**src/rtl/pipe_generator.sv**
```systemverilog
// pipe_generator: scrolling pipe obstacles for the FlappyBird game.
//
// Keeps NUM_PIPES pipe slots. Each slot holds its right-edge x and its gap-top y.
// The block only changes state on a frame tick while running:
//   - Every occupied slot scrolls left by the effective speed.
//   - A slot that would scroll off the screen is retired instead.
//   - A distance counter decides when a new pipe is spawned into the
//     lowest-index free slot. The new gap height comes from rand_num.
//
// Ports:
//   clk, rstn     clock; asynchronous active-low reset
//   frame_tick    one-cycle pulse per frame
//   run           game running (low pauses)
//   clear         synchronous return to IDLE with all slots emptied
//   rand_num      random word (only bits [15:0] are used)
//   pipe_valid    per-slot occupied flag
//   pipe_x        per-slot right-edge x, slot i at [i*X_W +: X_W]
//   pipe_gap_y    per-slot gap-top y, slot i at [i*Y_W +: Y_W]
//   score_pulse   one-cycle pulse when any pipe crosses BIRD_X
//   busy          high whenever the FSM is not in IDLE
//   state_dbg     current FSM state (0 IDLE, 1 RUN, 2 PAUSE)
//
// Optional feature: define PIPE_SPEEDUP_EN to make the scroll speed rise by 1
// after every 8 score pulses, capped at 2*SPEED.
//
// Handshake: there is no valid/ready flow control. Inputs are sampled on every
// clock edge. Outputs are registers that update one cycle after a frame tick
// is taken in RUN, and are held at all other times.
module pipe_generator #(
  parameter int SCREEN_W  = 640,
  parameter int PIPE_W    = 52,
  parameter int SPEED     = 2,
  parameter int SPACING   = 240,
  parameter int GAP_MIN   = 40,
  parameter int GAP_RANGE = 200,
  parameter int BIRD_X    = 160,
  parameter int NUM_PIPES = 4,
  parameter int X_W       = 11,
  parameter int Y_W       = 10
) (
  input  logic                     clk,
  input  logic                     rstn,
  input  logic                     frame_tick,
  input  logic                     run,
  input  logic                     clear,
  input  logic [31:0]              rand_num,
  output logic [NUM_PIPES-1:0]     pipe_valid,
  output logic [NUM_PIPES*X_W-1:0] pipe_x,
  output logic [NUM_PIPES*Y_W-1:0] pipe_gap_y,
  output logic                     score_pulse,
  output logic                     busy,
  output logic [1:0]               state_dbg
);

  typedef enum logic [1:0] {IDLE = 2'd0, RUN = 2'd1, PAUSE = 2'd2} state_t;

  // The counter width covers SPACING plus one maximum speed step.
  localparam int CNT_W = $clog2(SPACING + 2*SPEED + 1);
  localparam logic [X_W-1:0]   SPAWN_X  = X_W'(SCREEN_W + PIPE_W);
  localparam logic [X_W-1:0]   BIRD     = X_W'(BIRD_X);
  localparam logic [X_W-1:0]   SPD_BASE = X_W'(SPEED);
  localparam logic [CNT_W-1:0] CNT_FULL = CNT_W'(SPACING);

  state_t                   state;
  logic [CNT_W-1:0]         cnt;
  logic [X_W-1:0]           spd;

  logic                     tick_en;
  logic [NUM_PIPES-1:0]     nx_valid;
  logic [NUM_PIPES*X_W-1:0] nx_x;
  logic [NUM_PIPES*Y_W-1:0] nx_gap;
  logic                     hit;
  logic [NUM_PIPES-1:0]     free_oh;
  logic [CNT_W-1:0]         cnt_sum;
  logic [CNT_W-1:0]         cnt_sat;
  logic                     do_spawn;
  logic [31:0]              prod;
  logic [Y_W-1:0]           spawn_gap;
  logic                     unused_bits;

  assign tick_en   = (state == RUN) && frame_tick;
  assign busy      = (state != IDLE);
  assign state_dbg = state;

  // Isolate the lowest free slot as a one-hot mask. Occupancy is taken before
  // the tick, so a slot retired on this tick cannot be refilled until the next one.
  assign free_oh  = ~pipe_valid & (pipe_valid + NUM_PIPES'(1));

  // Advance the distance counter, saturating at SPACING. While every slot is
  // full, the counter therefore waits at SPACING for a free slot.
  assign cnt_sum  = cnt + CNT_W'(spd);
  assign cnt_sat  = (cnt_sum >= CNT_FULL) ? CNT_FULL : cnt_sum;
  assign do_spawn = (cnt_sat == CNT_FULL) && (|free_oh);

  // Scale the 16-bit random value into [0, GAP_RANGE) using the upper half of
  // the product.
  assign prod        = 32'(rand_num[15:0]) * 32'(GAP_RANGE);
  assign spawn_gap   = Y_W'(GAP_MIN) + Y_W'(prod[31:16]);
  assign unused_bits = ^{rand_num[31:16], prod[15:0]};

  always_comb begin
    nx_valid = pipe_valid;
    nx_x     = pipe_x;
    nx_gap   = pipe_gap_y;
    hit      = 1'b0;
    for (int i = 0; i < NUM_PIPES; i++) begin
      if (pipe_valid[i]) begin
        if (pipe_x[i*X_W +: X_W] <= spd) begin
          nx_valid[i] = 1'b0;
        end else begin
          nx_x[i*X_W +: X_W] = pipe_x[i*X_W +: X_W] - spd;
          if (pipe_x[i*X_W +: X_W] > BIRD && nx_x[i*X_W +: X_W] <= BIRD)
            hit = 1'b1;
        end
      end
      // The spawn target was free before the tick, so a new pipe is never
      // moved on its spawn tick.
      if (do_spawn && free_oh[i]) begin
        nx_valid[i]          = 1'b1;
        nx_x[i*X_W +: X_W]   = SPAWN_X;
        nx_gap[i*Y_W +: Y_W] = spawn_gap;
      end
    end
  end

  always_ff @(posedge clk or negedge rstn) begin
    if (!rstn) begin
      state       <= IDLE;
      pipe_valid  <= '0;
      pipe_x      <= '0;
      pipe_gap_y  <= '0;
      score_pulse <= 1'b0;
      cnt         <= CNT_FULL;
    end else if (clear) begin
      state       <= IDLE;
      pipe_valid  <= '0;
      pipe_x      <= '0;
      pipe_gap_y  <= '0;
      score_pulse <= 1'b0;
      cnt         <= CNT_FULL;
    end else begin
      score_pulse <= 1'b0;
      if (tick_en) begin
        pipe_valid  <= nx_valid;
        pipe_x      <= nx_x;
        pipe_gap_y  <= nx_gap;
        score_pulse <= hit;
        cnt         <= do_spawn ? '0 : cnt_sat;
      end
      case (state)
        IDLE:    if (run)  state <= RUN;
        RUN:     if (!run) state <= PAUSE;
        PAUSE:   if (run)  state <= RUN;
        default: state <= IDLE;
      endcase
    end
  end

`ifdef PIPE_SPEEDUP_EN
  localparam logic [X_W-1:0] SPD_MAX = X_W'(2*SPEED);
  logic [2:0] pulse_cnt;

  // The new speed takes effect on the tick after the eighth crossing. It
  // drives both the scroll step and the distance counter.
  always_ff @(posedge clk or negedge rstn) begin
    if (!rstn) begin
      spd       <= SPD_BASE;
      pulse_cnt <= '0;
    end else if (clear) begin
      spd       <= SPD_BASE;
      pulse_cnt <= '0;
    end else if (tick_en && hit) begin
      pulse_cnt <= pulse_cnt + 3'd1;
      if (pulse_cnt == 3'd7 && spd < SPD_MAX)
        spd <= spd + X_W'(1);
    end
  end
`else
  assign spd = SPD_BASE;
`endif

endmodule

```
**config.mk**
```make
export PLATFORM = sky130hd
export DESIGN_NAME = pipe_generator
export DESIGN_NICKNAME = d
export VERILOG_FILES = /design/src/rtl/pipe_generator.sv
export SDC_FILE = /design/constraint.sdc
export NUM_CORES = 1
export LEC_CHECK = 0
export ABC_AREA = 1
export ABC_CLOCK_PERIOD_IN_PS = 5600
export CAP_MARGIN = 20
export CORE_UTILIZATION = 50
export DETAILED_ROUTE_END_ITERATION = 10
export DONT_BUFFER_PORTS = 1
export SLEW_MARGIN = 15
export SYNTH_ARGS = -nofsm -noshare
export SYNTH_HDL_FRONTEND = slang
export SYNTH_SLANG_ARGS = --single-unit
```
**constraint.sdc**
```tcl
create_clock -name clk -period 5.6 [get_ports clk]
set_input_delay 0.56 -clock clk [delete_from_list [all_inputs] [get_ports clk]]
set_output_delay 0.56 -clock clk [all_outputs]
set_load 0.02 [all_outputs]
```
After elaboration in Yosys (flattened, before gate mapping):

Cells that the tools add are included.

* input port bits: 37
* register bits: 99
* word-level logic and storage cells: 132
* output and inout port bits: 92

* mux-type cells: 56
* reduce and logical (&&, ||, !) cells: 32
* $mul: 1
* $add $sub $neg: 7
* $lt $le $gt $ge: 13
* bitwise logic cells: 2
* eq/ne operators: 9

Operators with widths (number)
* 2-to-1 mux 11 bit: 12
* 2-to-1 mux 44 bit: 2
* 2-to-1 mux 40 bit: 2
* > comparator 11 x 8 -> 1 bit, second input constant: 4
* <= comparator 11 x 2 -> 1 bit, second input constant: 4
* <= comparator 11 x 8 -> 1 bit, second input constant: 4
* subtractor 11 x 2 -> 11 bit, second input constant: 4
* 2-to-1 mux 10 bit: 4
* 2-to-1 mux 8 bit: 4
* 2-to-1 mux 1 bit: 26
* multiplier 16 x 5 -> 21 bit, second input constant: 1
* inequality test 3 x 2 -> 1 bit, second input constant: 4
* AND reduction 3 bit: 4
* nonzero test 2 bit: 6
* nonzero test 3 bit: 4
* logical AND 1 bit: 10
* AND reduction 2 bit: 5
* adder 6 x 8 -> 9 bit, first input constant: 1
* adder 8 x 2 -> 8 bit, second input constant: 1
* == test 8 bit, second input constant: 1
* greater-or-equal comparator 8 bit, second input constant: 1
* 2-to-1 mux 4 bit: 2
* 2-to-1 mux 2 bit: 3
* adder 4 x 1 -> 4 bit, second input constant: 1
* other kinds (10): 10

Longest topological paths before layout:

Gate-level depths: netlist of the first run.

* word-level depth: 17
* depth in mapped cells: 22
* depth with buffers taken out: 22

Worst setup path after synthesis of the first run:

No wires, ideal clock.

* path type: in2reg
* start point: input port rand_num[8]
* end point: register pipe_gap_y[17]
* path buffers: 0
* setup slack: 2265 ps
* arrival time: 3217 ps
* stages: 21
* data required time: 5482 ps
* library setup time: 118 ps
* cell sequence: ha_1 > ha_1 > inv_1 > fa_1 > inv_1 > ha_1 > nand2_1 > inv_1 > a21oi_1 > nor2_1 > nor2_1 > nand2_1 > nand2_1 > nand2_1 > ha_1 > inv_1 > nand3_1 > nand2_1 > nand2_1 > nand4_1 > nand2_1

* cells in the longest elaborated chain, start to end: 5

RTL lines
* start: declaration: RTL line 46 `input logic [31:0] rand_num,`
* multiplier 16 x 5 -> 21 bit: RTL line 97 `assign prod = 32'(rand_num[15:0]) * 32'(GAP_RANGE);`
* adder 6 x 8 -> 9 bit: RTL line 98 `assign spawn_gap = Y_W'(GAP_MIN) + Y_W'(prod[31:16]);`
* 2-to-1 mux 10 bit: RTL line 118 `if (do_spawn && free_oh[i]) begin`
* 2-to-1 mux 40 bit: RTL line 143 `if (tick_en) begin`
* 2-to-1 mux 40 bit: RTL line 134 `end else if (clear) begin`
* end signal: assignment: RTL line 146 `pipe_gap_y <= nx_gap;`
* end: declaration: RTL line 49 `output logic [NUM_PIPES*Y_W-1:0] pipe_gap_y,`

Every way passes these cells. The select of a mux whose other input is x is not followed.
A chain may end at the register's enable or synchronous reset.

Final worst setup path of the first run:

* start point: input port rand_num[11]
* end point: register pipe_gap_y[25]

Same word-level chain as after synthesis.

==> results of run 1 <==
-- per-stage QoR --
step / total power [uW] / util / worst slack [ns] / hold WS, ns
global placement: 2110 / 0.522 / 1.87 / 0.266
global route: 2990 / 0.548 / 1.86 / 0.0366
detailed placement: 2130 / 0.522 / 1.84 / 0.267
floorplan: 1890 / - / 2.26 / 0.264
CTS: 2780 / 0.548 / 2.20 / 0.0394
finish: 2760 / 0.548 / 2.19 / 0.0506
-- cell families after synthesis --
family	Yosys count
and+or+nand+nor	418
DFF	90
AOI/OAI and AO/OA	121
other	1
buffers and inverters	164
xor gates and xnor gates	29
adders and majority gates	74
-- final cells by class --
class | count | area [sq um] | share of cell area
repair buffers | 2 | 35.0 | 0.00483
flip-flops and latches | 90 | 2260 | 0.311
well taps | 176 | 220 | 0.0304
clock buffers | 12 | 256 | 0.0354
inverters | 144 | 548 | 0.0756
multi-input cells | 650 | 3880 | 0.536
clock inverters | 4 | 50.0 | 0.00690
-- worst max-delay path by stage --
stage	from	end	slack (ns)	depth (start not counted)
after global placement	rand_num[10]	pipe_gap_y[25]	1.87	16
after global routing	rand_num[11]	pipe_gap_y[25]	1.86	17
after CTS	rand_num[11]	pipe_gap_y[25]	2.20	17
after floorplan	rand_num[8]	pipe_gap_y[17]	2.26	21
after detailed placement	rand_num[11]	pipe_gap_y[25]	1.84	17
final	rand_num[11]	pipe_gap_y[25]	2.19	17
-- power by group through the flow --
stage                     Clock (uW)  Combinational, uW  Sequential [uW]
after floorplan                    0                826             1070
after global placement             0                992             1120
after detailed placement           0               1010             1120
after CTS                        636               1030             1110
after global routing             662               1190             1130
final                            621               1030             1110
-- timing repair --
action                    4_1_cts  5_1_grt
buffers inserted                0        0
hold endpoints to repair       86        0
hold buffers                    1        0
-- worst reg2reg max path, stage by stage, from the launching register on --
cell and delay, ns:
dfrtp_1 0.46, inv_1 0.12, nand3_1 0.36, nand2_1 0.61, inv_2 0.26, o21ai_2 0.66
o211ai_1 0.18, o21ai_1 0.12
-- sequential cells by signal (all words and copies together), names as in the netlist --
name	count
score_pulse	1
pipe_valid	4
pipe_gap_y	36
pipe_x	40
state_dbg	2
cnt	7
-- layer usage --
metal  vias to the layer above  routed length [um]  GRT usage
li1                       2871                   -          -
met1                      2674                7060      0.312
met2                       146                7550      0.387
met3                        23                1060     0.0623
met4                         0                 283     0.0791
met5                         -                   0          0
-- cells in the final DEF (no fill, tap or decap), types with 13 or more instances in the layout --
master,instances
nand2_1,232
inv_1,131
dfrtp_1,86
nor2_1,70
ha_1,64
nand3_1,60
a21oi_1,31
o21ai_1,30
o21ai_0,25
xor2_1,21
nand4_1,16
nor3_1,13
==> flow_summary.yaml, run 1 <==
outcome:
  outcome: "completed"
synth:
  synth_ff_type: "dfrtp_1"
  synth_simple_gate_area_share: 0.278
  ys_seq_area_frac: 0.332
  syn_inst: 897
  synth.area.top_cells: "dfrtp_1, nand2_1, ha_1"
  yosysUniqueCellTypes: 42
  yosysMostFrequentCell: "nand2_1"
  synth_fa_ha_area_frac: 0.147
  netlist.area_leader.share: 0.317
  syn_area_sq_mm: 0.00679
  async_flop_share: 1.00
  muxShareOfSynthArea: 0
  ys_top_cells_by_count: "nand2_1, inv_1, dfrtp_1"
  ys_warn_count: 0
  ys_seq_elements: 90
  avgSynthCellArea_sq_um: 7.57
  yosys.area_share.xor_xnor: 0.0374
  synth_compound_area_frac: 0.104
  synth-edff-count: 0
  yosys.area.top_type: "dfrtp_1"
  synth_top_family_by_area: "simple AND/OR/NAND/NOR gates"
cts:
  post_cts_resized: 0
  cts_root_buf: "clkbuf_16"
  cts_tree: "yes"
  clock_path_buffers: 2
  h-tree-depth: 3
  cts_sinks: 90
  clk_pin_slew_worst_paths_ns: 0.07
  cts-buffers-inserted: 9
  clk_latency_ns: 0.34
critical_path:
  reg2reg_from: "state_dbg[1]"
  slowest_delay_ns: 0.50
  crit_arrival_ns: 3.69
  cpMostUsedCell: "nand2_1"
  critPathKind: "in2reg"
  reg2reg_depth: 7
  path_buf_inv: 2
  start_kind: "primary input"
  cp_cell_sequence: "ha_1, ha_1, inv_1, fa_1, inv_1, ha_1, nand2_1, nand2_1, o21bai_1, nor2_1, nand2_1, nand2_1, nand2_1, ha_1, xor2_1, nand3_1, nand2_1"
  required_ns: 5.88
  worst_r2r_endpoint: "pipe_x[9]"
  ff2ff_setup_slack_ns: 2.77
  critPathMaxFanout: 7
  cpLargestDelayFamily: "adder cells"
  cp-end-kind: "flop"
  critical-path-slowest-cell: "fa_1"
sta:
  maxSlewViolCount: 0
  hold_viol: 0
  slew_headroom: 0.492
  rsz0062_at_grt: "false"
  tns_ns: 0
  tightest_slew_ns: 0.761
  clock.fmax_mhz: 293
  finalCriticalPeriod_ns: 3.41
  finalCritPeriodShare: 0.609
  setup_viol: 0
  skew_ns: 0.00979
power_and_ir_drop:
  p_per_area_mw_per_mm2: 380
  power_switching_uw: 1240
  seqPwrFrac: 0.403
  p_comb_frac: 0.372
  p_int_uw: 1520
  swShare: 0.448
  ir_worst_vdd_mv: 0.161
  clkPwrFrac: 0.225
  p_leak_uw: 0.00392
die:
  core_sq_mm: 0.0132
  die_width_um: 119
  dieArea_sq_mm: 0.0141
  initial_core_util: 0.513
  io_pins: 129
  chipHeight_um: 119
  placementRows: 42
grt:
  grt_max_degree: 87
  grt-ovfl-total: 0
  antenna_found_initial: 0
  grt_pass1_wl_um: 27100
  grt_pass1_vias: 5583
  track_usage: 0.240
finish:
  finalNonFillerCells: 1078
  insertedDiodeCount: 0
  area_delta_synth_final_pct: 6.72
  stdcell_area_sq_mm: 0.00725
  layout.nets: 1008
  drive_gt1_frac: 0.0743
  nFillCells: 1324
routing:
  vias: 5714
  drt_pre_antenna_iters: 4
  drc: 0
  finalWirelength_um: 16000
  ant_nets: 0
  viasPerCell: 5.30
  wire_per_inst_um: 14.8
  drt-initial-drc-count: 392
placement:
  dpl.cell_count: 1061
  dpl_cell_area_sq_mm: 0.00692
  gp_congestion: 0.940
  portBuffers: 0
  dpl.hpwl_um: 12300
job:
  maxCapViolCount: 0
min_path:
  hp-class: "in2async"
(Power assumes the default switching activity.)
==> run 2, diff against run 1 <==
ABC_CLOCK_PERIOD_IN_PS = 2800   (was 5600)
PLACE_DENSITY = 0.68   (was not set)
clock period = 2.8 ns   (was 5.6 ns; I/O delays follow)
==> run 2 against run 1 <==
Sequential power grew 100%. Non-clock buffer count is 43 higher. Power grew 120%. Global-route usage about the same. Final area rose by 11%. Clock skew fell by 0.0047 ns. Final cell count up 4.0%. Via count increased by 3.0%. Sequential share of layout area shrank 3.1 points. First-iteration DRC count down 12%. Clock power is 100% higher. Worst hold slack got worse by 0.0035 ns. Critical path type unchanged. Largest power group is now combinational logic.
==> flow_summary.yaml, run 2 (synthesis gave the netlist of run 1 again) <==
placement:
  dpl.hpwl_um: 12100
  gp_congestion: 0.900
  post-place-ws_ns: -0.362
  dpl_cell_area_sq_mm: 0.00738
  portBuffers: 0
finish:
  layout.nets: 1051
  largest_reg_flops: 40
  layout_common_cells: "nand2_1, inv_1, dfrtp_1"
  drive_gt1_frac: 0.211
  largest_register: "pipe_x"
  insertedDiodeCount: 0
  largestRegisters: "pipe_x: 40 flops, pipe_gap_y: 36 flops, cnt: 7 flops"
  area_delta_synth_final_pct: 18.6
  final_common_cell: "nand2_1"
  stdcell_area_sq_mm: 0.00806
die:
  chipHeight_um: 119
  core_sq_mm: 0.0132
  initial_core_util: 0.513
  dieArea_sq_mm: 0.0141
  die_width_um: 119
  placementRows: 42
  io_pins: 129
sta:
  tightest_slew_ns: 0.810
  fin_hold_ws_ns: 0.0472
  slew_headroom: 0.460
  rsz0062_at_grt: "true"
  tns_ns: 0
  clock.fmax_mhz: 365
  setup_viol: 0
  skew_ns: 0.00505
  finalCriticalPeriod_ns: 2.74
  finalCritPeriodShare: 0.979
  fin_ws_ns: 0.0574
  hold_viol: 0
  maxSlewViolCount: 0
critical_path:
  cp-end-kind: "flop"
  reg2reg_depth: 13
  required_ns: 3.03
  crit_arrival_ns: 2.98
  slowest_delay_ns: 0.53
  critPathKind: "in2reg"
  cpLargestDelayFamily: "adder cells"
  ff2ff_setup_slack_ns: 0.29
  critPathMaxFanout: 6
  endpoint: "pipe_gap_y[36]"
  start_kind: "primary input"
  cp-startpoint: "rand_num[11]"
  cp_cell_sequence: "ha_4, ha_4, inv_2, fa_1, inv_2, ha_4, nand2_2, nand2_2, buf_4, nand3_1, nand2_1, a21oi_1, nand3_1, and2_2, nand2_1, nand2_2, buf_4, nand4_1, nand2_1"
  reg2reg_from: "cnt[1]"
  worst_r2r_endpoint: "pipe_x[4]"
  critical-path-slowest-cell: "fa_1"
  worstSetupPathDepth: 19
  path_buf_inv: 4
cts:
  clk_pin_slew_worst_paths_ns: 0.06
  cts_sinks: 90
  h-tree-depth: 3
  clk_latency_ns: 0.35
  cts-buffers-inserted: 9
  cts_root_buf: "clkbuf_16"
  cts_tree: "yes"
  clock_path_buffers: 2
routing:
  vias: 5885
  finalWirelength_um: 16500
  wire_per_inst_um: 14.8
  drt-initial-drc-count: 344
  ant_nets: 0
  viasPerCell: 5.25
  drt_pre_antenna_iters: 8
  drc: 0
grt:
  grt-ovfl-total: 0
  grt_pass1_vias: 5582
  grt_pass1_wl_um: 27100
  antenna_found_initial: 0
  grt_max_degree: 91
  track_usage: 0.240
min_path:
  hold_path_depth: 2
  hp-class: "in2reg"
power_and_ir_drop:
  seqPwrFrac: 0.360
  p_leak_uw: 0.00415
  ir_worst_vdd_mv: 0.354
  p_comb_frac: 0.433
  swShare: 0.438
  power_switching_uw: 2700
  p_per_area_mw_per_mm2: 765
  clkPwrFrac: 0.207
  p_int_uw: 3460
job:
  maxCapViolCount: 0
outcome:
  outcome: "completed"
[run 2: cell count changes in the layout (fill, tap and decap cells not counted), moves of 5 or more]
cell / change
a21oi_2: +5
buf_4: +42
nand2_1: -24
inv_2: +21
ha_1: -24
nand3_1: -6
ha_4: +23
inv_1: -21
nand3_2: +5
a21oi_1: -6
nand2_2: +23
[run 2: routing by layer]
metal,global-route usage,vias to the layer above,wire (um)
li1,-,2960,-
met5,0,-,0
met1,0.334,2728,7750
met4,0.0601,0,227
met2,0.373,176,7460
met3,0.0608,21,1110
[run 2: power groups by stage]
stage / Clock [uW] / Sequential, uW / Combinational, uW
2_1_floorplan: 0 / 2140 / 1780
3_3_place_gp: 0 / 2230 / 2320
3_5_place_dp: 0 / 2230 / 2350
4_1_cts: 1310 / 2210 / 2410
5_1_grt: 1360 / 2260 / 3030
6_report: 1270 / 2220 / 2670
[run 2: worst min path at each step]
stage	startpoint	end	slack, ns
2_1_floorplan	rstn	cnt[1]	-0.02
6_report	clear	cnt[6]	0.05
3_5_place_dp	rstn	pipe_gap_y[14]	-0.01
5_1_grt	clear	cnt[4]	0.04
3_3_place_gp	rstn	pipe_gap_y[14]	-0.01
4_1_cts	clear	cnt[6]	0.03
[run 2: layout make-up]
class,count,area (sq um)
Fill cell,1185,5180
Multi-Input combinational cell,650,4360
Sequential cell,90,2260
Inverter,144,548
Timing Repair Buffer,45,360
Clock buffer,12,267
Tap cell,176,220
Clock inverter,4,48.8
[run 2: stage by stage]
step                      total power [uW]  instances  utilization
after floorplan                       3910        904            -
after global placement                4550       1096        0.557
after detailed placement              4580       1096        0.557
after CTS                             5930       1114        0.584
after global routing                  6640       1121        0.608
final                                 6160       1121        0.608
[run 2: worst register-to-register path, cell delays in order (launching register included)]
cell and delay, ns:
dfrtp_1 0.39, ha_1 0.20, nand2_2 0.08, nor2_4 0.11, nand3_1 0.08, nand2_1 0.08
nand2_2 0.09, nor2_8 0.21, nand3_4 0.13, nand2_2 0.13, nand2_2 0.21, o21ai_2 0.39
o211ai_1 0.19, o21ai_1 0.13
[run 2: what timing repair did]
item | in CTS | in global routing
resized for setup | 0 | 58
setup buffers | 0 | 7
endpoints found under the setup margin | 0 | 29
hold endpoints to repair | 90 | 0
hold buffers | 2 | 0
==> run 3, diff against run 2 <==
CELL_PAD_IN_SITES_DETAIL_PLACEMENT = 1   (was not set)
CELL_PAD_IN_SITES_GLOBAL_PLACEMENT = 1   (was not set)
CORE_UTILIZATION = 43   (was 50)
PLACE_DENSITY = not set   (was 0.68)
PLACE_DENSITY_LB_ADDON = 0.1   (was not set)
==> run 3 against run 2 <==
Wire length up 18%. Critical path type unchanged. Final cell count rose by 2.5%. Power fell by 0.76%. Critical endpoint is now pipe_gap_y[3]. Largest power group unchanged. First-iteration DRC count decreased by 31%. Die area rose by 16%. Worst hold slack worse by 0.0054 ns.
==> flow_summary.yaml, run 3 (synthesis gave the netlist of run 1 again) <==
sta:
  finalCritPeriodShare: 0.971
  setup_viol: 0
  skew_ns: 0.00471
  hold_viol: 0
  maxSlewViolCount: 0
  tightest_slew_ns: 0.773
  finalCriticalPeriod_ns: 2.72
  fin_hold_ws_ns: 0.0418
  clock.fmax_mhz: 368
  rsz0062_at_grt: "true"
  fin_ws_ns: 0.0798
  tns_ns: 0
  slew_headroom: 0.485
finish:
  final_common_cell: "nand2_1"
  area_delta_synth_final_pct: 17.5
  largestRegisters: "pipe_x: 40 flops, pipe_gap_y: 36 flops, cnt: 7 flops"
  finalCoreUtilization: 0.521
  largest_register: "pipe_x"
  stdcell_area_sq_mm: 0.00798
  nFillCells: 1894
  largest_reg_flops: 40
  layout.nets: 1044
  layout_common_cells: "nand2_1, inv_1, dfrtp_1"
  drive_gt1_frac: 0.201
  insertedDiodeCount: 0
placement:
  portBuffers: 0
  gp_congestion: 0.908
  post-place-ws_ns: -0.430
  dpl.hpwl_um: 15100
  dpl_cell_area_sq_mm: 0.00738
power_and_ir_drop:
  ir_worst_vdd_mv: 0.353
  p_per_area_mw_per_mm2: 766
  p_leak_uw: 0.00410
cts:
  cts_root_buf: "clkbuf_16"
  clock_path_buffers: 2
  clk_pin_slew_worst_paths_ns: 0.06
  h-tree-depth: 3
  cts_sinks: 90
  cts-buffers-inserted: 9
  cts_tree: "yes"
  clk_latency_ns: 0.35
grt:
  grt-ovfl-total: 0
  grt_max_degree: 91
  grt_pass1_wl_um: 31800
  track_usage: 0.248
  grt_pass1_vias: 6401
  antenna_found_initial: 0
critical_path:
  worstSetupPathDepth: 17
  critPathMaxFanout: 4
  reg2reg_from: "cnt[1]"
  endpoint: "pipe_gap_y[3]"
  start_kind: "primary input"
  slowest_delay_ns: 0.51
  worst_r2r_endpoint: "pipe_x[9]"
  crit_arrival_ns: 2.95
  path_buf_inv: 6
  critPathKind: "in2reg"
  required_ns: 3.03
  cp-end-kind: "flop"
  critical-path-slowest-cell: "fa_1"
  cpMostUsedCell: "nand2_2"
  reg2reg_depth: 13
  cp_cell_sequence: "ha_1, ha_1, inv_1, fa_1, inv_1, ha_4, nand2_2, nor3_2, nand2_2, nand2_2, nand2_2, buf_4, buf_4, buf_4, nand3_1, buf_6, o21ai_1"
  ff2ff_setup_slack_ns: 0.29
  cp-startpoint: "rand_num[4]"
  cpLargestDelayFamily: "adder cells"
die:
  die_width_um: 128
  dieArea_sq_mm: 0.0163
  placementRows: 45
  io_pins: 129
  initial_core_util: 0.444
  chipHeight_um: 128
  core_sq_mm: 0.0153
routing:
  ant_nets: 0
  finalWirelength_um: 19600
  drc: 0
  viasPerCell: 5.21
  vias: 5989
  drt-initial-drc-count: 237
  wire_per_inst_um: 17.0
  drt_pre_antenna_iters: 4
job:
  maxCapViolCount: 0
outcome:
  outcome: "completed"
min_path:
  hp-class: "in2reg"
run 3: changes by cell type in the layout (fill, tap and decap cells not counted), moves of 2 or more:
cell / previous run / this run
buf_4: 43 / 35
clkbuf_1: 0 / 2
nand2_4: 5 / 7
nand2_1: 208 / 206
nor2_2: 1 / 3
run 3: layout make-up:
type / count / area (sq um) / area share
Timing Repair Buffer: 38 / 312 / 0.0390
Tap cell: 211 / 264 / 0.0331
Clock inverter: 2 / 10.0 / 0.00125
Sequential cell: 90 / 2260 / 0.283
Clock buffer: 14 / 274 / 0.0343
Inverter: 144 / 548 / 0.0687
Multi-Input combinational cell: 650 / 4320 / 0.541
run 3: per-layer routing:
| metal | global-route usage | part of all wire | vias up |
|---|---|---|---|
| met3 | 0.0551 | 0.048 | 19 |
| li1 | - | - | 2939 |
| met2 | 0.452 | 0.53 | 107 |
| met5 | 0 | 0 | - |
| met4 | 0.0720 | 0.014 | 0 |
| met1 | 0.293 | 0.41 | 2924 |
run 3: worst min-delay path by stage:
stage / start / to / slack [ns] / cells past startpoint
2_1_floorplan: rstn / cnt[1] / -0.02 / 0
3_3_place_gp: rstn / pipe_x[6] / -0.01 / 0
3_5_place_dp: rstn / pipe_x[6] / -0.01 / 0
4_1_cts: clear / cnt[7] / 0.03 / 2
5_1_grt: clear / cnt[7] / 0.03 / 2
6_report: clear / cnt[7] / 0.04 / 2
run 3: repair_timing:
action                                  CTS  global route
hold buffers                              2             0
hold endpoints to repair                 90             0
pin swaps                                11            32
endpoints found under the setup margin    9            30
buffers inserted                          3             2
gates resized for setup                   8            48
run 3: worst reg2reg max path: stages, from the launching register on:
cell	delay, ns
dfrtp_1	0.39
ha_1	0.20
nand2_2	0.08
nor2_4	0.11
nand3_1	0.08
nand2_1	0.09
nand2_2	0.11
nor2_8	0.21
nand3_4	0.13
nand2_2	0.14
nand2_2	0.20
o21ai_2	0.37
o211ai_1	0.21
o21ai_1	0.13
run 3: where the power goes:
group          total [uW]  internal [uW]  switching, uW
registers            2250           1570            676
logic                2680           1090           1590
clock network        1180            673            512
run 3: stage by stage:
step           power, uW  cells
3_5_place_dp        4690   1126
5_1_grt             6570   1149
3_3_place_gp        4570   1126
4_1_cts             5990   1147
2_1_floorplan       3910    904
6_report            6120   1149
